File: src/rtl/cpu_sequencer.sv
// rtl/cpu_sequencer.sv - multicycle fetch/decode/execute/mem/writeback control FSM
module cpu_sequencer #(
  parameter int COUNT_WIDTH = 32,
  parameter int MEM_TIMEOUT = 16
) (
  input  logic                   clk,
  input  logic                   rst,
  input  logic                   start,
  output logic                   imem_req,
  input  logic                   imem_ack,
  input  logic [31:0]            instr,
  output logic                   decode_enable,
  output logic                   exec_enable,
  output logic                   dmem_req,
  output logic                   dmem_we,
  input  logic                   dmem_ack,
  output logic                   wb_enable,
  output logic                   pc_update,
  output logic                   halted,
  output logic                   bus_error,
  output logic [COUNT_WIDTH-1:0] retired
);

  localparam int WW = $clog2(MEM_TIMEOUT + 1);
  localparam logic [WW-1:0] WAIT_LAST = WW'(MEM_TIMEOUT - 1);

  typedef enum logic [2:0] {
    S_IDLE, S_FETCH, S_DECODE, S_EXECUTE, S_MEM, S_WB, S_HALT, S_ERROR
  } state_t;

  state_t                 state, state_nxt;
  logic [31:0]            instr_q;
  logic [WW-1:0]          wait_cnt, wait_nxt;
  logic [COUNT_WIDTH-1:0] retired_q;
  logic                   retire;
  logic                   is_load, is_store, is_branch, is_ebreak;

  assign is_load   = (instr_q[6:0] == 7'b0000011);
  assign is_store  = (instr_q[6:0] == 7'b0100011);
  assign is_branch = (instr_q[6:0] == 7'b1100011);
  assign is_ebreak = (instr_q == 32'h0010_0073);
  assign retired   = retired_q;

  always_ff @(posedge clk or posedge rst) begin
    if (rst) begin
      state     <= S_IDLE;
      instr_q   <= '0;
      wait_cnt  <= '0;
      retired_q <= '0;
    end else begin
      state    <= state_nxt;
      wait_cnt <= wait_nxt;
      if (state == S_FETCH && imem_ack) instr_q <= instr;
      if (retire) retired_q <= retired_q + 1'b1;
    end
  end

  // Outputs depend only on the registered state (and the latched opcode).
  always_comb begin
    state_nxt     = state;
    wait_nxt      = wait_cnt;
    retire        = 1'b0;
    imem_req      = 1'b0;
    decode_enable = 1'b0;
    exec_enable   = 1'b0;
    dmem_req      = 1'b0;
    dmem_we       = 1'b0;
    wb_enable     = 1'b0;
    pc_update     = 1'b0;
    halted        = 1'b0;
    bus_error     = 1'b0;
    case (state)
      S_IDLE: begin
        if (start) begin
          state_nxt = S_FETCH;
          wait_nxt  = '0;
        end
      end
      S_FETCH: begin
        imem_req = 1'b1;
        if (imem_ack)                   state_nxt = S_DECODE;
        else if (wait_cnt == WAIT_LAST) state_nxt = S_ERROR;
        else                            wait_nxt  = wait_cnt + 1'b1;
      end
      S_DECODE: begin
        decode_enable = 1'b1;
        if (is_ebreak) begin
          state_nxt = S_HALT;
          retire    = 1'b1;
        end else begin
          state_nxt = S_EXECUTE;
        end
      end
      S_EXECUTE: begin
        exec_enable = 1'b1;
        if (is_load || is_store) begin
          state_nxt = S_MEM;
          wait_nxt  = '0;
        end else begin
          state_nxt = S_WB;
        end
      end
      S_MEM: begin
        dmem_req = 1'b1;
        dmem_we  = is_store;
        if (dmem_ack)                   state_nxt = S_WB;
        else if (wait_cnt == WAIT_LAST) state_nxt = S_ERROR;
        else                            wait_nxt  = wait_cnt + 1'b1;
      end
      S_WB: begin
        pc_update = 1'b1;
        wb_enable = !(is_store || is_branch);
        retire    = 1'b1;
        state_nxt = S_FETCH;
        wait_nxt  = '0;
      end
      S_HALT:  halted    = 1'b1;
      S_ERROR: bus_error = 1'b1;
      default: state_nxt = S_ERROR;
    endcase
  end

endmodule

File: config.mk
export PLATFORM = sky130hd
export DESIGN_NAME = cpu_sequencer
export DESIGN_NICKNAME = d
export VERILOG_FILES = /design/src/rtl/cpu_sequencer.sv
export SDC_FILE = /design/constraint.sdc
export NUM_CORES = 1
export LEC_CHECK = 0
export ABC_AREA = 1
export BUFFER_PORTS_ARGS = -buffer_cell sky130_fd_sc_hd__buf_2
export CAP_MARGIN = 40
export CORE_MARGIN = 4
export CORE_UTILIZATION = 56
export DETAILED_ROUTE_END_ITERATION = 8
export PLACE_DENSITY = 0.87
export SLEW_MARGIN = 15
export SYNTH_ARGS = -nofsm -noshare
export SYNTH_HDL_FRONTEND = slang
export SYNTH_SLANG_ARGS = --single-unit
File: constraint.sdc
create_clock -name clk -period 2.81 [get_ports clk]
set_input_delay 0.562 -clock clk [delete_from_list [all_inputs] [get_ports clk]]
set_output_delay 0.562 -clock clk [all_outputs]
set_load 0.01 [all_outputs]
# --- Word level (Yosys, flattened, before mapping) ---
# Cells that the tools add are included.
# Widths: inputs -> output; s select.
word_totals:
  input_bits: 37
  elab_cells: 55
  out_inout_bits: 41
  regBits: 72
op_classes:
  n_eq_ne: 16
  mux: 24
  reduce_logical: 9
  add_sub_neg: 2
ops:
  columns: ["cell", "n"]
  rows:
  - ["$add 32x1->32 const B", 1]
  - ["$eq 32x21->1 const B", 1]
  - ["$mux 5", 5]
  - ["$pmux 5 s5", 1]
  - ["$pmux 3 s6", 1]
  - ["$mux 3", 5]
  - ["$eq 3x3->1 const B", 4]
  - ["$mux 1", 11]
  - ["$ne 2x2->1 const B", 4]
  - ["$eq 7x2->1 const B", 1]
  - ["$eq 7x6->1 const B", 1]
  - ["$eq 7x7->1 const B", 1]
  - ["$eq 3x2->1 const B", 2]
  - ["$reduce_bool 6->1", 1]
  - ["$add 5x1->5 const B", 1]
  - ["$eq 5x4->1 const B", 1]
  - ["$reduce_and 5->1", 1]
  - ["$reduce_bool 5->1", 1]
  - ["$eq 3x1->1 const B", 1]
  - ["$logic_not 3->1", 1]
  - ["$logic_or 1x1->1", 2]
  - ["$pmux 1 s2", 1]
  - ["$reduce_and 2->1", 1]
  - ["$logic_and 1x1->1", 1]
  - ["$logic_not 1->1", 1]

# --- Depth between registers and ports, before layout ---
# Gate-level depths: netlist (run 1).
depth:
  word_depth: 4
  mapped_depth: 12
  ltp_nobuf: 12

# --- Least setup slack after synthesis (run 1) ---
# OpenSTA, ideal clock, no wires.
synth_path:
  path_kind: "reg2out"
  from: "reg state[0]"
  to: "out wb_enable"
  slack_ns: 0.858
  required_time_ns: 2.248
  stages_incl_launch_ff: 6
  path_buffers: 1
  arrival_ns: 1.390
  path_cell_list: "dfrtp_1 inv_2 nor3_2 inv_2 clkbuf_1 a31oi_1"
synth_via:
  elab_chain_cells: 2
synth_lines:
  columns: ["element", "line", "rtl"]
  rows:
  - ["start, declared", "31", "state_t state, state_nxt;"]
  - ["start signal, assigned", "51", "state <= state_nxt;"]
  - ["$eq 3x3->1", "72", "case (state)"]
  - ["$mux 1", "72", null]
  - ["end, declared", "17", "output logic wb_enable,"]
# No other way between the ends.

# --- Worst setup path after layout (run 1) ---
# Ends and elaborated chain as after synthesis.

==> results.md, run 1 <==
- The proportion of layout cells with a drive suffix above 1 is 20.52%.
- The critical path launch point is state[0]$_DFFE_PP0P_.
- The clock reaches the later pin of the worst-skew pair after 0.36 ns.
- The core region is 7214 um^2.
- The synthesized design contains 0 enable-type register cells.
- The clock net in this run drives a total of 72 sinks.
- STA puts the critical path data required time at 2.25 ns.
- Max-cap violations in this run came to 0.
- The effective utilization at floorplan is 57.20%.
- The via count of the first global-routing pass is 3843.
- For the pin with the worst max-slew slack, the measured transition is 0.5918 ns.
- The endpoint identified for the worst register-to-register timing path is retired[16]$_DFFE_PP0P_.
- The total number of H-tree levels is 3.
- The clock passes through at most 2 buffers.
- The net count reported at finish is 683.
- The relative slew slack is 60.49%.
- The worst setup path is launched from a register.
- The number of max-slew violations in the final report came to 0.
- VDD sags by at most 282.6 uV.
- The count of unique library cells instantiated by Yosys is 31.
- The final-layout setup total negative slack is 0 ns.
- The share of the synthesized area in the top cell type is 43.66%.
- The most frequent cell after synthesis is sky130_fd_sc_hd__nand2_1.
- The worst register-to-register path has a setup slack of 0.83 ns.
- The die covers 8806 um^2.
- STA classifies the critical path endpoint as an output port.
- The worst setup path is of the reg2out kind.
- In this run the remaining antenna-violating nets after routing total 0.
- The overall routed net length is 9976 um.
- The final estimated routing congestion in global placement is 0.9365.
- The final-report hold violation count is 0.
- The share of flip-flops with an asynchronous set or reset after synthesis is 100.0%.
- Summing over every cut layer, the via total after detailed routing is 3877.
- On the final layout, the worst hold slack is 0.1891 ns.
- The quantity of gates resized following cts is 0.
- The share of the Yosys chip area taken by registers is 43.66%.
- The share of the cycle needed by the critical path after routing is 85.97%.
- Ranked by total cell area, the synthesized netlist is headed by sky130_fd_sc_hd__dfrtp_1 (44%), sky130_fd_sc_hd__nand2_1 (19%), sky130_fd_sc_hd__nor2_1 (8.6%), sky130_fd_sc_hd__nand3_1 (4.7%), sky130_fd_sc_hd__inv_1 (3.5%).
- The first detailed-routing pass ran for 5 iterations.
- The floorplan has 31 rows.
- The post-detailed-route via-to-cell ratio is 5.190.
- The number of nets produced by synthesis is 607.
- Among all flip-flop cells after synthesis, the most frequent one is sky130_fd_sc_hd__dfrtp_1.
- The filler cells instantiated in the layout total 634.
- The synthesis warning total is 0.
- Summed over all cells, the static leakage comes to 0.002548 uW.
- Clock-pin slew was measured on the worst setup and hold paths at 0.09 ns.
- The port buffer count is 77.
- Synthesis produced a netlist whose cell count is 567.
- For this run, design rule violations remaining after detail routing come to 0.
- The arrival time of data at the critical path endpoint is 1.85 ns.
- Buffers inserted during clock tree synthesis total 9.
- The worst hold-check path type is in2async.
- After the first detailed-routing iteration, the DRC count stood at 213.
- Dividing the synthesized area by the synthesized cell count gives 7.278 um^2.
- The cell count of the worst reg-to-reg path is 8.
- Setup repair after global routing left no endpoint under its margin.
- The first-pass GRT wire length is 17270 um.
- The destination of the critical timing path is wb_enable.
- The overall die height is 93.84 um.
- 78 I/O pins were placed.
- The final setup violation count is 0.
- The clock tree skew after final layout is 0.01360 ns.
- The aggregate global-route resource usage is 24.73%.
- The startpoint of the worst register-to-register path is retired[0]$_DFFE_PP0P_.
- The pin count of the biggest net entering global routing is 57.
- The maximum fanout encountered on the critical timing path is 34.
- The horizontal extent of the die is 93.84 um.
- The number of antenna violations at the first check in global routing is 0.
- The synthesized design contains 72 register bits.
- Dividing the detail-routed wire length by the instance count gives 13.35 um.
- The repair_antennas step left the layout with diodes totalling 0.
- The peak clock frequency supported by timing is 0.4140 GHz.
- The placed wire-length estimate is 7299 um.
- The mapped cell area is 4126 um^2.
- For this run the aggregate overflow at the end of global routing stands at 0.
- The flow ran to the end, and the final reports show no timing, DRC or antenna violations.
- The final critical-path required period is 2.416 ns.
- The synthesized design spends more area on one cell type than any other, namely sky130_fd_sc_hd__dfrtp_1.
- After clock tree synthesis, the flow added hold-fix buffers numbering 0.
- The area growth from synthesis to layout is 16.40%.
- For this design the ratio of total power to cell area is 429.4 nW/um^2.
- The clock tree from TritonCTS is yes.
- By count the netlist is led by sky130_fd_sc_hd__nand2_1 (208), sky130_fd_sc_hd__nor2_1 (94), sky130_fd_sc_hd__dfrtp_1 (72).
- The cell chosen for the clock root is sky130_fd_sc_hd__clkbuf_8.
- The number of buffers inserted to repair setup after CTS is 0.
-- critical path, stage by stage (launching register included) --
cell                      delay (ns)
sky130_fd_sc_hd__dfrtp_1        0.50
sky130_fd_sc_hd__inv_2          0.09
sky130_fd_sc_hd__nor3_2         0.20
sky130_fd_sc_hd__inv_2          0.27
sky130_fd_sc_hd__a31oi_1        0.26
sky130_fd_sc_hd__buf_2          0.16
-- worst min-delay path by stage --
| stage | startpoint | to | slack [ns] | cells after the start |
|---|---|---|---|---|
| final | rst | retired[2]$_DFFE_PP0P_ | 0.19 | 2 |
| after detailed placement | wait_cnt[3]$_DFFE_PP0P_ | wait_cnt[3]$_DFFE_PP0P_ | 0.48 | 2 |
| after global routing | rst | retired[2]$_DFFE_PP0P_ | 0.23 | 2 |
| after global placement | wait_cnt[4]$_DFFE_PP0P_ | wait_cnt[4]$_DFFE_PP0P_ | 0.47 | 2 |
| after CTS | rst | retired[2]$_DFFE_PP0P_ | 0.19 | 2 |
| after floorplan | wait_cnt[3]$_DFFE_PP0P_ | wait_cnt[3]$_DFFE_PP0P_ | 0.45 | 2 |
-- placed cells by master (no fill, tap or decap) --
master,n
sky130_fd_sc_hd__buf_2,77
sky130_fd_sc_hd__inv_2,6
sky130_fd_sc_hd__nor3_1,1
sky130_fd_sc_hd__nand3b_1,16
sky130_fd_sc_hd__xnor2_1,4
sky130_fd_sc_hd__nor2_1,94
sky130_fd_sc_hd__a21boi_0,1
sky130_fd_sc_hd__bufinv_16,2
sky130_fd_sc_hd__nand2_1,208
sky130_fd_sc_hd__buf_4,3
sky130_fd_sc_hd__a31oi_1,1
sky130_fd_sc_hd__a21oi_2,1
sky130_fd_sc_hd__nand2_2,2
sky130_fd_sc_hd__clkbuf_8,9
sky130_fd_sc_hd__inv_1,38
sky130_fd_sc_hd__nor2_2,4
sky130_fd_sc_hd__nor3_2,1
sky130_fd_sc_hd__inv_6,3
sky130_fd_sc_hd__nand3_1,39
sky130_fd_sc_hd__mux2_2,9
sky130_fd_sc_hd__nor2_4,1
sky130_fd_sc_hd__xor2_1,12
sky130_fd_sc_hd__a21oi_1,24
sky130_fd_sc_hd__and2_0,1
sky130_fd_sc_hd__o21ai_2,6
sky130_fd_sc_hd__inv_8,2
sky130_fd_sc_hd__a211oi_1,1
sky130_fd_sc_hd__dfrtp_1,72
sky130_fd_sc_hd__or2_2,2
sky130_fd_sc_hd__ha_1,3
sky130_fd_sc_hd__nor3_4,1
sky130_fd_sc_hd__nand2_4,2
sky130_fd_sc_hd__nand3_2,2
-- where the power goes --
group	total, uW	switching, uW	internal, uW
clock	978	457	522
combinational	49.1	29.3	19.8
sequential	1040	0	1040
total	2060	486	1580
-- sequential cells by signal, summed over array words and instances (netlist names) --
register,count
retired,32
state,3
instr_q,32
wait_cnt,5
-- layout make-up --
| class | instances | area, um^2 | area share, % |
|---|---|---|---|
| Clock buffer | 9 | 123.9 | 2.579 |
| Clock inverter | 7 | 108.9 | 2.266 |
| Inverter | 44 | 165.2 | 3.438 |
| Multi-Input combinational cell | 436 | 2072 | 43.14 |
| Sequential cell | 72 | 1802 | 37.51 |
| Tap cell | 99 | 123.9 | 2.579 |
| Timing Repair Buffer | 80 | 407.9 | 8.492 |
-- cell families (layout without fill, tap and decap cells) --
kind of cell	after synthesis	in the layout	share of synthesized area, %
DFF	72	72	43.66
muxes	9	9	2.456
buffers and inverters	59	140	6.125
AOI/OAI and AO/OA	34	34	4.912
xor gates and xnor gates	16	16	3.396
adders and majority gates	3	3	0.9097
and+or+nand+nor	374	374	38.54
-- routing by layer --
layer  wire, um  track usage [%]  vias up  share of wire [%]
met2       5069            42.34      121                 51
li1           -                -     1920                  -
met3        573            4.087       18                5.7
met1       4121            30.67     1818                 41
met5          0                0        -                  0
met4        212            10.71        0                2.1
-- through the flow --
step / setup slack, ns / utilization (%) / cells / total power, uW / instance area [um^2]
2_1_floorplan: 0.4231 / - / 567 / 1072 / 4126
3_3_place_gp: 0.8219 / 63.35 / 731 / 1105 / 4571
3_5_place_dp: 0.7692 / 63.35 / 731 / 1106 / 4571
4_1_cts: 0.3869 / 66.58 / 747 / 2073 / 4803
5_1_grt: 0.2535 / 66.58 / 747 / 2123 / 4803
6_report: 0.3944 / 66.58 / 747 / 2063 / 4803
Note: power is estimated with default switching activity, not from simulation.
==> inputs of run 2 (changes only) <==
RECOVER_POWER = 25   (was unset)
==> run 2 against run 1 <==
  * Routed wire length is 0.33% lower
  * Largest power group unchanged
  * Combinational power is 2% lower
  * Critical path type unchanged
  * Flip-flop and latch count stayed put
  * Non-clock buffer count stayed put
  * Cell count stayed put
  * Maximum frequency hardly changed
==> results.md, run 2 (synthesis gave the netlist of run 1 again) <==
- The run finished with clean final reports.
- The quantity of gates resized following cts came to 0 (unchanged).
- The total leakage power came to 0.002545 uW (-0.13%).
- The clock net sink count is 72 (unchanged).
- The hold buffer count at CTS came to 0 (unchanged).
- The horizontal extent of the die was 93.84 um (unchanged).
- The number of nets still failing antenna checks after routing is 0 (unchanged).
- The final estimated routing congestion in global placement is 0.9365 (unchanged).
- The number of violations of the max-capacitance limit was 0 (unchanged).
- The internal power component came to 1575 uW (about the same).
- The I/O pin total is 78 (unchanged).
- The maximum fanout encountered on the critical timing path is 34 (unchanged).
- The overflow left after global routing is 0 (unchanged).
- The overall die height is 93.84 um (unchanged).
- The port buffer count was 77 (unchanged).
- The first-pass iteration count of the detailed router is 5 (unchanged).
- Setup repair after global routing left no endpoint under its margin.
- The first-pass GRT wire length is 17270 um (unchanged).
- The cell chosen for the clock root is sky130_fd_sc_hd__clkbuf_8.
- The number of antenna violations at the first check in global routing is 0 (unchanged).
- The commonest non-fill, non-tap cell in the layout is sky130_fd_sc_hd__nand2_1.
- The worst-case vdd ir drop is 282.6 uV (about the same).
- The maximum clock path buffer count is 2 (unchanged).
- The net switching component of the power is 483.1 uW (-0.58%).
- The final setup violation count is 0 (unchanged).
- The slew of the pin with the lowest slew margin came to 1.053 ns (+0.4608 ns).
- The clock slew at the register clock pins of the worst setup and hold paths is 0.09 ns (about the same).
- The final critical-path required period was 2.415 ns (-0.0008720 ns).
- The via count of the first global-routing pass is 3843 (unchanged).
- The arrival time of data at the critical path endpoint came to 1.85 ns (about the same).
- In this run the critical register-to-register path is launched from retired[0]$_DFFE_PP0P_.
- The element type at the critical path start is a register.
- The worst hold-check path type is in2async.
- The cell count of the worst reg-to-reg path is 8 (unchanged).
- The peak clock frequency supported by timing is 0.4141 GHz (about the same).
- The routed length per placed instance is 13.31 um (-0.33%).
- The net switching fraction of the power is 23.47% (-0.092 points).
- The placed wire-length estimate was 7299 um (unchanged).
- The smallest setup slack after layout is 0.3953 ns (+0.0008720 ns).
- The end of the worst register-to-register path is retired[16]$_DFFE_PP0P_.
- The overall routed net length is 9943 um (-0.33%).
- The worst setup path is captured at an output port.
- The pin count of the biggest net entering global routing was 57 (unchanged).
- The post-route non-filler standard cell count is 747 (unchanged).
- The register-to-register setup slack is 0.83 ns (about the same).
- The number of max-slew violations in the final report is 0 (unchanged).
- The share of the cycle needed by the critical path after routing is 85.93% (about the same).
- The worst path required time is 2.25 ns (about the same).
- The area of the die is 8806 um^2 (unchanged).
- The power per unit of standard cell area came to 429.1 nW/um^2 (about the same).
- The count of routing violations after the opening detailed-route iteration is 215 (+0.94%).
- The diode insertion count for antenna repair is 0 (unchanged).
- Relative to the synthesized area, the layout overhead comes to 16.25%.
- The relative contribution of sequential cells to total power is 50.3% (about the same).
- The final-layout setup total negative slack came to 0 ns (unchanged).
- The total number of H-tree levels is 3 (unchanged).
- The TritonCTS buffer count is 9 (unchanged).
- The relative slew slack came to 29.83% (-31 points).
- The total power was 2059 uW (-0.19%).
- The critical path is of the reg2out type.
- The clock insertion delay at the later pin of the skew report is 0.36 ns (about the same).
- The clock tree from TritonCTS is yes.
- The final-report hold violation count was 0 (unchanged).
- The library cells used most frequently in the layout, excluding fill and tap cells, are sky130_fd_sc_hd__nand2_1 (208), sky130_fd_sc_hd__nor2_1 (94), sky130_fd_sc_hd__buf_2 (77).
- The post-detailed-route via-to-cell ratio is 5.174 (-0.31%).
- The fraction of power consumed by combinational cells is 2.3% (about the same).
- The worst setup timing slack at the placement stage is 0.7692 ns (unchanged).
- The effective utilization at floorplan was 57.20% (unchanged).
- The fraction of power consumed by the clock network is 47.4% (about the same).
- The net count reported at finish is 683 (unchanged).
- The aggregate global-route resource usage was 24.73% (unchanged).
- The proportion of layout cells with a drive suffix above 1 is 20.22% (-0.31 points).
- The clock tree skew after final layout is 0.01240 ns (-0.001198 ns).
- The total via count after detailed routing is 3865 (-0.31%).
- The number of placed instances, taps included is 731 (unchanged).
- The placement row count is 31 (unchanged).
- The number of buffers inserted to repair setup after CTS came to 0 (unchanged).
- The number of DRC violations after detailed routing was 0 (unchanged).
- The final-layout worst hold slack is 0.3336 ns (+0.1445 ns).
- The core region area is 7214 um^2 (unchanged).
[run 2: final cells by class]
| cell class | count | area, um^2 |
|---|---|---|
| Fill cell | 637 | 2417 |
| Clock inverter | 7 | 108.9 |
| Clock buffer | 9 | 123.9 |
| Tap cell | 99 | 123.9 |
| Sequential cell | 72 | 1802 |
| Inverter | 44 | 165.2 |
| Timing Repair Buffer | 80 | 401.6 |
| Multi-Input combinational cell | 436 | 2072 |
[run 2: power groups by stage]
stage	Clock, uW	Combinational [uW]	Sequential [uW]
after CTS	988	50.3	1040
final	976	47.9	1040
after global placement	0	49.6	1060
after floorplan	0	16.1	1060
after detailed placement	0	50.1	1060
after global routing	1030	55.2	1040
[run 2: stage by stage]
step	instance area [um^2]	utilization, %
finish	4797	66.49
global route	4797	66.49
CTS	4803	66.58
detailed placement	4571	63.35
global placement	4571	63.35
floorplan	4126	-
[run 2: per-layer routing]
| layer | wire length [um] | vias to the layer above | GRT usage [%] |
|---|---|---|---|
| li1 | - | 1920 | - |
| met1 | 4191 | 1814 | 30.67 |
| met2 | 5034 | 113 | 42.34 |
| met3 | 501 | 18 | 4.087 |
| met4 | 216 | 0 | 10.71 |
| met5 | 0 | - | 0 |
[run 2: worst max-delay path by stage]
stage,end,slack [ns],start
floorplan,instr_q[0]$_DFFE_PP0P_,0.42,rst
global placement,wb_enable,0.82,state[0]$_DFFE_PP0P_
detailed placement,wb_enable,0.77,state[0]$_DFFE_PP0P_
CTS,wb_enable,0.39,state[0]$_DFFE_PP0P_
global route,wb_enable,0.25,state[0]$_DFFE_PP0P_
finish,wb_enable,0.40,state[0]$_DFFE_PP0P_
[run 2: critical path: stages (launching register included)]
cell and delay (ns):
sky130_fd_sc_hd__dfrtp_1 0.50, sky130_fd_sc_hd__inv_2 0.09, sky130_fd_sc_hd__nor3_2 0.20, sky130_fd_sc_hd__inv_2 0.27, sky130_fd_sc_hd__a31oi_1 0.26, sky130_fd_sc_hd__buf_2 0.16
